==> config.mk <==
export PLATFORM = sky130hd
export DESIGN_NAME = reg_dump_unit
export DESIGN_NICKNAME = d
export VERILOG_FILES = /design/src/rtl/riscv_pkg.sv /design/src/rtl/reg_dump_unit.sv
export SDC_FILE = /design/constraint.sdc
export NUM_CORES = 1
export LEC_CHECK = 0
export ABC_AREA = 1
export CELL_PAD_IN_SITES_DETAIL_PLACEMENT = 0
export CELL_PAD_IN_SITES_GLOBAL_PLACEMENT = 1
export CORE_UTILIZATION = 29
export DETAILED_ROUTE_END_ITERATION = 6
export GPL_TIMING_DRIVEN = 0
export HOLD_SLACK_MARGIN = 0.06
export PLACE_DENSITY = 0.76
export SLEW_MARGIN = 20
export SYNTH_ARGS = -nofsm -noshare
export SYNTH_HDL_FRONTEND = slang
export SYNTH_SLANG_ARGS = --single-unit
==> constraint.sdc <==
create_clock -name clk -period 1.6 [get_ports clk]
set_input_delay 0.32 -clock clk [delete_from_list [all_inputs] [get_ports clk]]
set_output_delay 0.32 -clock clk [all_outputs]
set_load 0.02 [all_outputs]
==> src/rtl/riscv_pkg.sv <==
// Shared RISC-V debug definitions: register-file geometry and dump FSM encoding.
package riscv_pkg;

  localparam int unsigned NUM_REGS   = 32;
  localparam int unsigned REG_ADDR_W = 5;

  typedef enum logic [1:0] {
    ST_IDLE = 2'd0,
    ST_READ = 2'd1,
    ST_SEND = 2'd2,
    ST_DONE = 2'd3
  } dump_state_e;

endpackage : riscv_pkg

==> src/rtl/reg_dump_unit.sv <==
// Streams every architectural register out as an (index, value) record while
// holding the core stalled; one read cycle plus one handshake cycle per record.
module reg_dump_unit
  import riscv_pkg::*;
#(
  parameter int unsigned DATA_WIDTH = 64,
  parameter int unsigned NUM_REGS   = riscv_pkg::NUM_REGS
) (
  input  logic                  clk,
  input  logic                  rst_n,
  input  logic                  start,
  output logic                  halt_req,
  output logic [REG_ADDR_W-1:0] rf_raddr,
  input  logic [DATA_WIDTH-1:0] rf_rdata,
  output logic                  dump_valid,
  input  logic                  dump_ready,
  output logic [REG_ADDR_W-1:0] dump_idx,
  output logic [DATA_WIDTH-1:0] dump_data,
  output logic                  busy,
  output logic                  done
);

  localparam logic [REG_ADDR_W-1:0] LAST_IDX = REG_ADDR_W'(NUM_REGS - 1);

  dump_state_e           state_q, state_d;
  logic [REG_ADDR_W-1:0] idx_q, idx_d;

  // Next-state and index sequencing
  always_comb begin
    state_d = state_q;
    idx_d   = idx_q;
    case (state_q)
      ST_IDLE: begin
        if (start) begin
          state_d = ST_READ;
          idx_d   = '0;
        end
      end
      ST_READ: state_d = ST_SEND;
      ST_SEND: begin
        if (dump_valid && dump_ready) begin
          if (idx_q == LAST_IDX) begin
            state_d = ST_DONE;
          end else begin
            state_d = ST_READ;
            idx_d   = idx_q + REG_ADDR_W'(1);
          end
        end
      end
      ST_DONE: state_d = ST_IDLE;
      default: state_d = ST_IDLE;
    endcase
  end

  // Outputs are registered from the next state so they line up with it
  always_ff @(posedge clk) begin
    if (!rst_n) begin
      state_q    <= ST_IDLE;
      idx_q      <= '0;
      busy       <= 1'b0;
      halt_req   <= 1'b0;
      dump_valid <= 1'b0;
      done       <= 1'b0;
      rf_raddr   <= '0;
      dump_idx   <= '0;
      dump_data  <= '0;
    end else begin
      state_q    <= state_d;
      idx_q      <= idx_d;
      busy       <= (state_d != ST_IDLE);
      halt_req   <= (state_d != ST_IDLE);
      dump_valid <= (state_d == ST_SEND);
      done       <= (state_d == ST_DONE);
      rf_raddr   <= (state_d == ST_READ) ? idx_d : '0;
      // x0 is hardwired zero, whatever the read port returns
      if (state_q == ST_READ) begin
        dump_idx  <= idx_q;
        dump_data <= (idx_q == '0) ? '0 : rf_rdata;
      end
    end
  end

endmodule : reg_dump_unit

-- Word-level counts from Yosys, hierarchy flattened
Cells that the tools add are included.
- word-level logic and storage cells: 30
- bits of input ports: 68
- flip-flop bits (word level): 84
- output and inout port bits: 78
- mux-type cells: 9
- $add $sub $neg: 1
- reduce and logical (&&, ||, !) cells: 5
- equal/unequal tests: 7
- operators with widths (operator ; count):
    $mux W64 ; 1
    $mux W5 ; 3
    $pmux W5 S2 ; 1
    $eq A2 B2 Y1 const B ; 4
    $pmux W2 S4 ; 1
    $mux W2 ; 3
    $add A5 B1 Y5 const B ; 1
    $eq A5 B5 Y1 const B ; 1
    $logic_not A5 Y1 ; 1
    $eq A2 B1 Y1 const B ; 2
    $logic_not A2 Y1 ; 1
    $reduce_and A2 Y1 ; 1
    $reduce_bool A2 Y1 ; 1
    $logic_and A1 B1 Y1 ; 1

-- Longest topological paths before layout
Gate-level depths: netlist of run 1.
- word-level depth: 6
- mapped depth: 9

-- Least setup slack after synthesis of run 1
OpenSTA, ideal clock, no wires.
- path type: reg-to-reg
- start: register idx_q[0]
- end: register dump_data[35]
- stages on the path, launching flop included: 7
- data arrival time: 1145 ps
- path slack: 385 ps
- data required time: 1530 ps
- library setup time: 70 ps
- clock period less this slack: 1215 ps
- cells stage by stage: dfxtp_1 -> inv_1 -> ha_1 -> nand4_4 -> buf_6 -> nand2_1 -> a21oi_1
- longest elaborated chain between the ends: 2
- ends and longest elaborated chain (item ; RTL line ; RTL):
    from (decl) ; reg_dump_unit.sv:26 ; logic [REG_ADDR_W-1:0] idx_q, idx_d;
    from (signal assigned) ; reg_dump_unit.sv:69 ; idx_q <= idx_d;
    $logic_not A5 Y1 ; reg_dump_unit.sv:78 ; dump_data <= (idx_q == '0) ? '0 : rf_rdata;
    $mux W64 ; reg_dump_unit.sv:78 ;
    to (signal assigned) ; reg_dump_unit.sv:78 ;
    to (decl) ; reg_dump_unit.sv:18 ; output logic [DATA_WIDTH-1:0] dump_data,
No other way between the ends.
A chain may end at the register's enable or synchronous reset.

==> results of run 1 <==
-- cell families after synthesis --
| kind of cell | after synthesis | synth area share (%) |
|---|---|---|
| flip-flops | 84 | 53.1 |
| adder cells (fa/ha/maj) | 2 | 0.790 |
| AO/OA/AOI/OAI | 148 | 23.5 |
| buffers and inverters | 45 | 7.54 |
| AND/OR/NAND/NOR | 107 | 14.8 |
| XOR/XNOR | 1 | 0.277 |
-- layout make-up --
cell class | count | area, sq um
fill | 1071 | 5500
sequential | 84 | 1680
clock buffer | 11 | 151
buffer | 30 | 183
clock inverter | 4 | 120
tap | 136 | 170
inverter | 15 | 56.3
multi-input combinational | 258 | 1250
timing repair buffer | 144 | 1350
-- per-stage QoR --
| step | setup WS [ns] | power, mW | hold WS (ns) |
|---|---|---|---|
| floorplan | 0.385 | 2.75 | 0.455 |
| CTS | 0.000960 | 5.22 | 0.345 |
| detailed placement | -0.00000855 | 3.28 | 0.482 |
| global route | 0.0419 | 5.38 | 0.359 |
| global placement | 0.0100 | 3.28 | 0.480 |
| finish | 0.170 | 5.15 | 0.351 |
-- worst register-to-register path, cell delays in order (launching register included) --
cell and delay, ns:
dfxtp_1 0.36, inv_1 0.12, ha_1 0.20, nand4_4 0.26, buf_6 0.24, nand2_1 0.07
a21oi_1 0.06
-- routing by layer --
layer	routed length [microns]	vias to the layer above	GRT usage [%]
met5	0	-	0
met4	162	0	6.56
met3	510	12	4.60
met2	4540	85	27.4
met1	4200	1407	20.9
li1	-	1602	-
-- registers in the layout, summed over array words and instances (netlist names) --
| register | count |
|---|---|
| dump_data | 64 |
| dump_idx | 5 |
| idx_q | 5 |
| rf_raddr | 5 |
| state_q | 2 |
| busy | 1 |
| done | 1 |
| dump_valid | 1 |
-- cells in the final DEF, fill, tap and decap left out, drive strengths merged --
cell type	n
o21ai	72
dlygate4sd2	76
nand4	2
nand2	87
clkbuf	21
dlymetal6s2s	2
a21oi	75
nor2	11
o21bai	1
nand3	7
xnor2	1
dfxtp	84
ha	2
clkdlybuf4s50	66
bufinv	4
buf	20
inv	15
-- Yosys cell counts (2+ instances only) --
master / instances
o21ai_0: 65
nand3_1: 7
nor2_4: 2
o21ai_1: 7
inv_1: 13
ha_1: 2
inv_2: 2
buf_6: 7
buf_2: 11
clkbuf_1: 10
a21oi_1: 75
dfxtp_1: 84
nand2_1: 78
nor2_1: 8
nand2_2: 9
-- final timing paths --
check            from             to  slack (ns)  cells past startpoint
max              busy       halt_req        0.17                      2
min             rst_n     state_q[1]        0.35                      3
max reg2reg  idx_q[0]  dump_data[27]        0.18                      6
min reg2reg  idx_q[3]    rf_raddr[3]        0.50                      2
-- power by group through the flow --
stage	Sequential [mW]	Combinational (mW)	Clock (mW)
2_1_floorplan	2.51	0.243	0
3_3_place_gp	2.35	0.931	0
3_5_place_dp	2.35	0.938	0
4_1_cts	2.30	0.844	2.08
5_1_grt	2.31	0.901	2.16
6_report	2.29	0.833	2.02
==> key figures, run 1 <==
STA
  • RSZ-0062 raised after global routing: false
  • Final setup TNS: 0 ns
  • Period minus WS final: 1.43 ns
  • Final Setup Violations: 0
  • Final hold violation count: 0
  • Final slew viol count: 0
  • Slew @ Worst Pin: 0.434 ns
  • Slew HR: 71.1%
  • Fmax: 0.700 GHz
  • Tcrit/Tclk final: 89.3%
  • Setup Skew: about 0.0056 ns

Pwr
  • Power per cell area: approximately 1000 mW/mm^2
  • Switching Fraction: 24.8%
  • Peak supply drop: 631 uV
  • Internal cell power: 3.87 mW
  • LEAKAGE: 2.21 nW
  • P_sw: 1.28 mW
  • Clock share of power: between 30% and 40%
  • Comb pwr share: approximately 16%
  • Sequential share of power: 44.6%

CTS
  • Clock Latency Late Sink: 0.36 ns
  • Post-cts sizing count: 76
  • Clk buf depth: 2
  • H-Tree Depth: 3
  • # clock sinks: 84
  • Post-CTS Setup Bufs: 0
  • TritonCTS Buffers: 9
  • CTS tree: built
  • Hold bufs inserted after CTS: 0
  • Clock slew at reported path FFs: approximately 0.080 ns
  • Root Buffer: clkbuf_8

Layout
  • Share of layout cells above drive strength 1: 8.97%
  • Area Overhead vs Synth: 56.6%
  • Ant diodes: 0
  • Nets: between 600 and 700
  • Final Util: 47.4%
  • Finished Layout Cells: 682
  • Cell area after layout: roughly 0.0050 sq mm

Worst setup path
  • CP peak stage delay: 0.34 ns
  • Required time of the critical path: 1.28 ns
  • CP Launch Type: register
  • Max stage delay cell, worst path: dfxtp_1
  • CP Capture Type: output port
  • CP Class: register to output port
  • Worst path top cell family by delay: buffers and inverters
  • Max Fanout on Critical Path: 2
  • Crit path cell chain: buf_4, dlygate4sd2_1
  • Worst Path Arrival: roughly 1.1 ns
  • Worst Path Buf+Inv: 2

Floorplan
  • Die area: 0.0113 sq mm
  • Die height: approximately 110 microns
  • FP Rows: 37
  • Initial Util: 30.3%
  • Num ports: 146
  • Die Wd: 107 microns
  • Core ar.: 0.0105 sq mm

Place
  • Number of port buffers: 144
  • # placed instances: 667
  • DP Area: 0.00478 sq mm
  • Final GP Congestion: a little over 0.8
  • Detailed Place HPWL: 6750 microns

Synthesis
  • Post-synth cell types: 22
  • Post-Syn Instances: 387
  • Top-area cell type share of the netlist area: 53.1%
  • Top_reg_cell synth: dfxtp_1
  • FF+latch count, synth: 84
  • Netlist Area Pre-Place: 0.00317 sq mm
  • Sequential fraction of the synthesis area: 53.1%
  • Ys async rst share: 0%
  • Warnings, synthesis: 0
  • Synth top area cells: dfxtp_1, a21oi_1, o21ai_0
  • Post-synth EDFFs: 0
  • Mean Syn Cell Area: 8.19 sq um
  • Cell taking the most area after synthesis: dfxtp_1
  • Synth Net Count: ~460

Routing
  • DRC: 0
  • Final ANT Viol Nets: 0
  • Total detailed-routing wirelength: 9410 microns
  • Drt first pass iters: 4
  • Vias/cell: between 4 and 5
  • Initial drt markers: 114
  • Vias: 3,106
  • Wire per inst: 13.8 microns

GRT
  • First-pass GRT wire length: 14,700 microns
  • Vias in the first global route: 2,918
  • Overall routing resource usage: 16.8%
  • GRT overflow: 0
  • Initial antenna violation count: 0
  • Largest net degree at the start of global routing: 14

Hold path
  • Hold/Removal Path Class: input port to register

Flow run
  • Max-Cap Viols: 0

Status
  • Outcome: finished, final reports clean
No activity file was read; power rests on OpenSTA's default activity.
==> run 2: changes to the inputs <==
--- a/config.mk
+++ b/config.mk
@@ -5,14 +5,15 @@
 export SDC_FILE = /design/constraint.sdc
 export NUM_CORES = 1
 export LEC_CHECK = 0
-export ABC_AREA = 1
 export CELL_PAD_IN_SITES_DETAIL_PLACEMENT = 0
 export CELL_PAD_IN_SITES_GLOBAL_PLACEMENT = 1
-export CORE_UTILIZATION = 29
+export CORE_ASPECT_RATIO = 1.25
+export CORE_UTILIZATION = 30
 export DETAILED_ROUTE_END_ITERATION = 6
+export DONT_BUFFER_PORTS = 1
 export GPL_TIMING_DRIVEN = 0
 export HOLD_SLACK_MARGIN = 0.06
-export PLACE_DENSITY = 0.76
+export PLACE_DENSITY = 0.52
 export SLEW_MARGIN = 20
 export SYNTH_ARGS = -nofsm -noshare
 export SYNTH_HDL_FRONTEND = slang
==> key figures, run 2 <==
Synthesis
  • Post-synth top cells: dfxtp_1, nor2_1, a22oi_1
  • Top-area cell type share of the netlist area: 57.1% (+4.0 points)
  • Synth top area cells: dfxtp_1, a22oi_1, nor2_1
  • Ys async rst share: 0% (unchanged)
  • Sequential fraction of the synthesis area: 57.1% (+4.0 points)
  • Top_reg_cell synth: dfxtp_1
  • Post-synth EDFFs: 0 (unchanged)
  • Most common cell in the netlist: dfxtp_1
  • Netlist Area Pre-Place: 0.00295 sq mm (-7.0%)
  • Mean Syn Cell Area: 9.44 sq um (+15%)
  • Post-synth cell types: 35 (+59%)
  • FF+latch count, synth: 84 (unchanged)
  • Warnings, synthesis: 0 (unchanged)
  • Synth Net Count: 382 (-16%)
  • Cell taking the most area after synthesis: dfxtp_1
  • Post-Syn Instances: 312 (-19%)

STA
  • Final hold violation count: 0 (unchanged)
  • Tcrit/Tclk final: 99.8% (+10 points)
  • Final setup TNS: 0 ns (unchanged)
  • Slew HR: 63.3% (-7.7 points)
  • Slew @ Worst Pin: 0.549 ns (+0.115 ns)
  • Final slew viol count: 0 (unchanged)
  • RSZ-0062 raised after global routing: true
  • Final Setup Violations: 0 (unchanged)
  • Fmax: 0.626 GHz (-11%)
  • Period minus WS final: 1.60 ns (+0.168 ns)
  • Setup Skew: 0.00556 ns (-0.00000788 ns)

GRT
  • Overall routing resource usage: 15.1% (-1.7 points)
  • Initial antenna violation count: 0 (unchanged)
  • Largest net degree at the start of global routing: 13 (-1)
  • GRT overflow: 0 (unchanged)
  • Vias in the first global route: 2,198 (-25%)
  • First-pass GRT wire length: 11,800 microns (-20%)

Floorplan
  • Initial Util: 30.8% (+0.53 points)
  • Die height: 113 microns (+5.9%)
  • FP Rows: 40 (+8.1%)
  • Die Wd: 90.6 microns (-15%)
  • Die area: 0.0102 sq mm (-9.9%)
  • Core ar.: 0.00956 sq mm (-8.6%)
  • Num ports: 146 (unchanged)

CTS
  • Root Buffer: clkbuf_16
  • # clock sinks: 84 (unchanged)
  • CTS tree: built
  • Clk buf depth: 2 (unchanged)
  • TritonCTS Buffers: 9 (unchanged)
  • H-Tree Depth: 3 (unchanged)
  • Clock Latency Late Sink: 0.33 ns (-0.03 ns)
  • Clock slew at reported path FFs: 0.06 ns (-0.02 ns)

Layout
  • Area Overhead vs Synth: 23.9%
  • Multi-input gate area: 0.00133 sq mm (+6.8%)
  • Final Util: 38.2% (-9.2 points)
  • Most frequent cells in the layout: dfxtp_1, nor2_1, a22oi_2, a22oi_1, nand2_1
  • FF+latch area: 0.00169 sq mm (+0.30%)
  • Reg with most FFs: dump_data
  • Share of layout cells above drive strength 1: 22.9% (+14 points)
  • Fill cells: 965 (-9.9%)
  • Nets: 394 (-36%)
  • Commonest non-fill, non-tap cell in the layout: dfxtp_1
  • Max FFs per register: 64 (unchanged)
  • Ant diodes: 0 (unchanged)

Hold path
  • Hold/Removal Path Class: input port to register

Place
  • Number of port buffers: 0 (-100%)
  • Detailed Place HPWL: 5470 microns (-19%)
  • Final GP Congestion: 0.714 (-14%)

Flow run
  • Max-Cap Viols: 0 (unchanged)

Status
  • Outcome: finished, final reports clean

Routing
  • DRC: 0 (unchanged)
  • Wire per inst: 17.0 microns (+23%)
  • Final ANT Viol Nets: 0 (unchanged)
  • Total detailed-routing wirelength: 7700 microns (-18%)
  • Drt first pass iters: 4 (unchanged)
  • Initial drt markers: 95 (-17%)
  • Vias/cell: 5.04 (+11%)
  • Vias: 2,283 (-26%)

Pwr
  • LEAKAGE: 1.27 nW (-43%)
  • Power per cell area: 1190 mW/mm^2 (+15%)
  • Peak supply drop: 401 uV (-36%)

Worst setup path
  • CP Capture Type: register
  • Worst Path Arrival: 1.79 ns (+0.68 ns)
  • Reg2Reg Setup Slack: 0.003 ns (-0.18 ns)
  • CP Class: register to register
  • Crit path cell chain: ha_1, nand4_1, or4b_4, a21oi_4, nor3_1
  • Worst Path Buf+Inv: 0 (-2)
  • CP peak stage delay: 0.50 ns (+0.16 ns)
  • Max Fanout on Critical Path: 8 (+6)
  • Worst path top cell family by delay: simple AND/OR/NAND/NOR gates
  • Required time of the critical path: 1.80 ns (+0.52 ns)
  • CP Launch Type: register
  • Max stage delay cell, worst path: or4b_4
## run 2: final cells by class
cell class / count / share of cell area, %
well taps: 126 / 4.32
plain buffers: 26 / 3.91
clock buffers: 12 / 7.03
repair buffers: 2 / 0.754
flip-flops and latches: 84 / 46.2
clock inverters: 2 / 0.960
multi-input cells: 198 / 36.5
inverters: 3 / 0.309
## run 2: where the power goes
group          internal, mW  total (mW)  switching, mW
clock network          1.27        2.06          0.787
registers              2.10        2.11         0.0119
logic                0.0411       0.174          0.133
total                  3.42        4.35          0.932
## run 2: stage by stage
step	worst slack [ns]	area [sq um]	hold WS (ns)	std cells	total power, mW
after floorplan	0.109	2950	0.460	312	2.27
after global placement	-0.216	3100	0.470	438	2.32
after detailed placement	-0.176	3100	0.474	438	2.32
after CTS	0.00335	3440	0.116	453	4.40
after global routing	-0.0488	3650	0.127	453	4.50
final	0.00275	3650	0.122	453	4.35
## run 2: final timing paths
path                 from            end  depth (start not counted)
max              idx_q[0]       idx_q[3]                          5
min          rf_rdata[62]  dump_data[62]                          2
max reg2reg      idx_q[0]       idx_q[3]                          5
min reg2reg      idx_q[0]    rf_raddr[0]                          1
## run 2: cell families after synthesis
kind of cell	count (synthesis)	share of synthesized area (%)
simple gates	112	17.2
flops	84	57.1
compound gates	83	20.1
buf+inv	30	4.46
fa+ha+maj	2	0.849
mux	1	0.340
## run 2: per-layer routing
layer	global-route usage (%)	vias to the layer above	part of all wire [%]
met2	23.2	87	47
li1	-	1120	-
met1	18.0	1060	41
met3	5.04	16	7.9
met5	0	-	0
met4	9.78	0	3.2
## run 2: what timing repair did
item / CTS / global route
endpoints found under the setup margin: 65 / 72
setup buffers: 2 / 0
hold buffers: 0 / 0
gates resized for setup: 7 / 54
pin swaps: 1 / 3
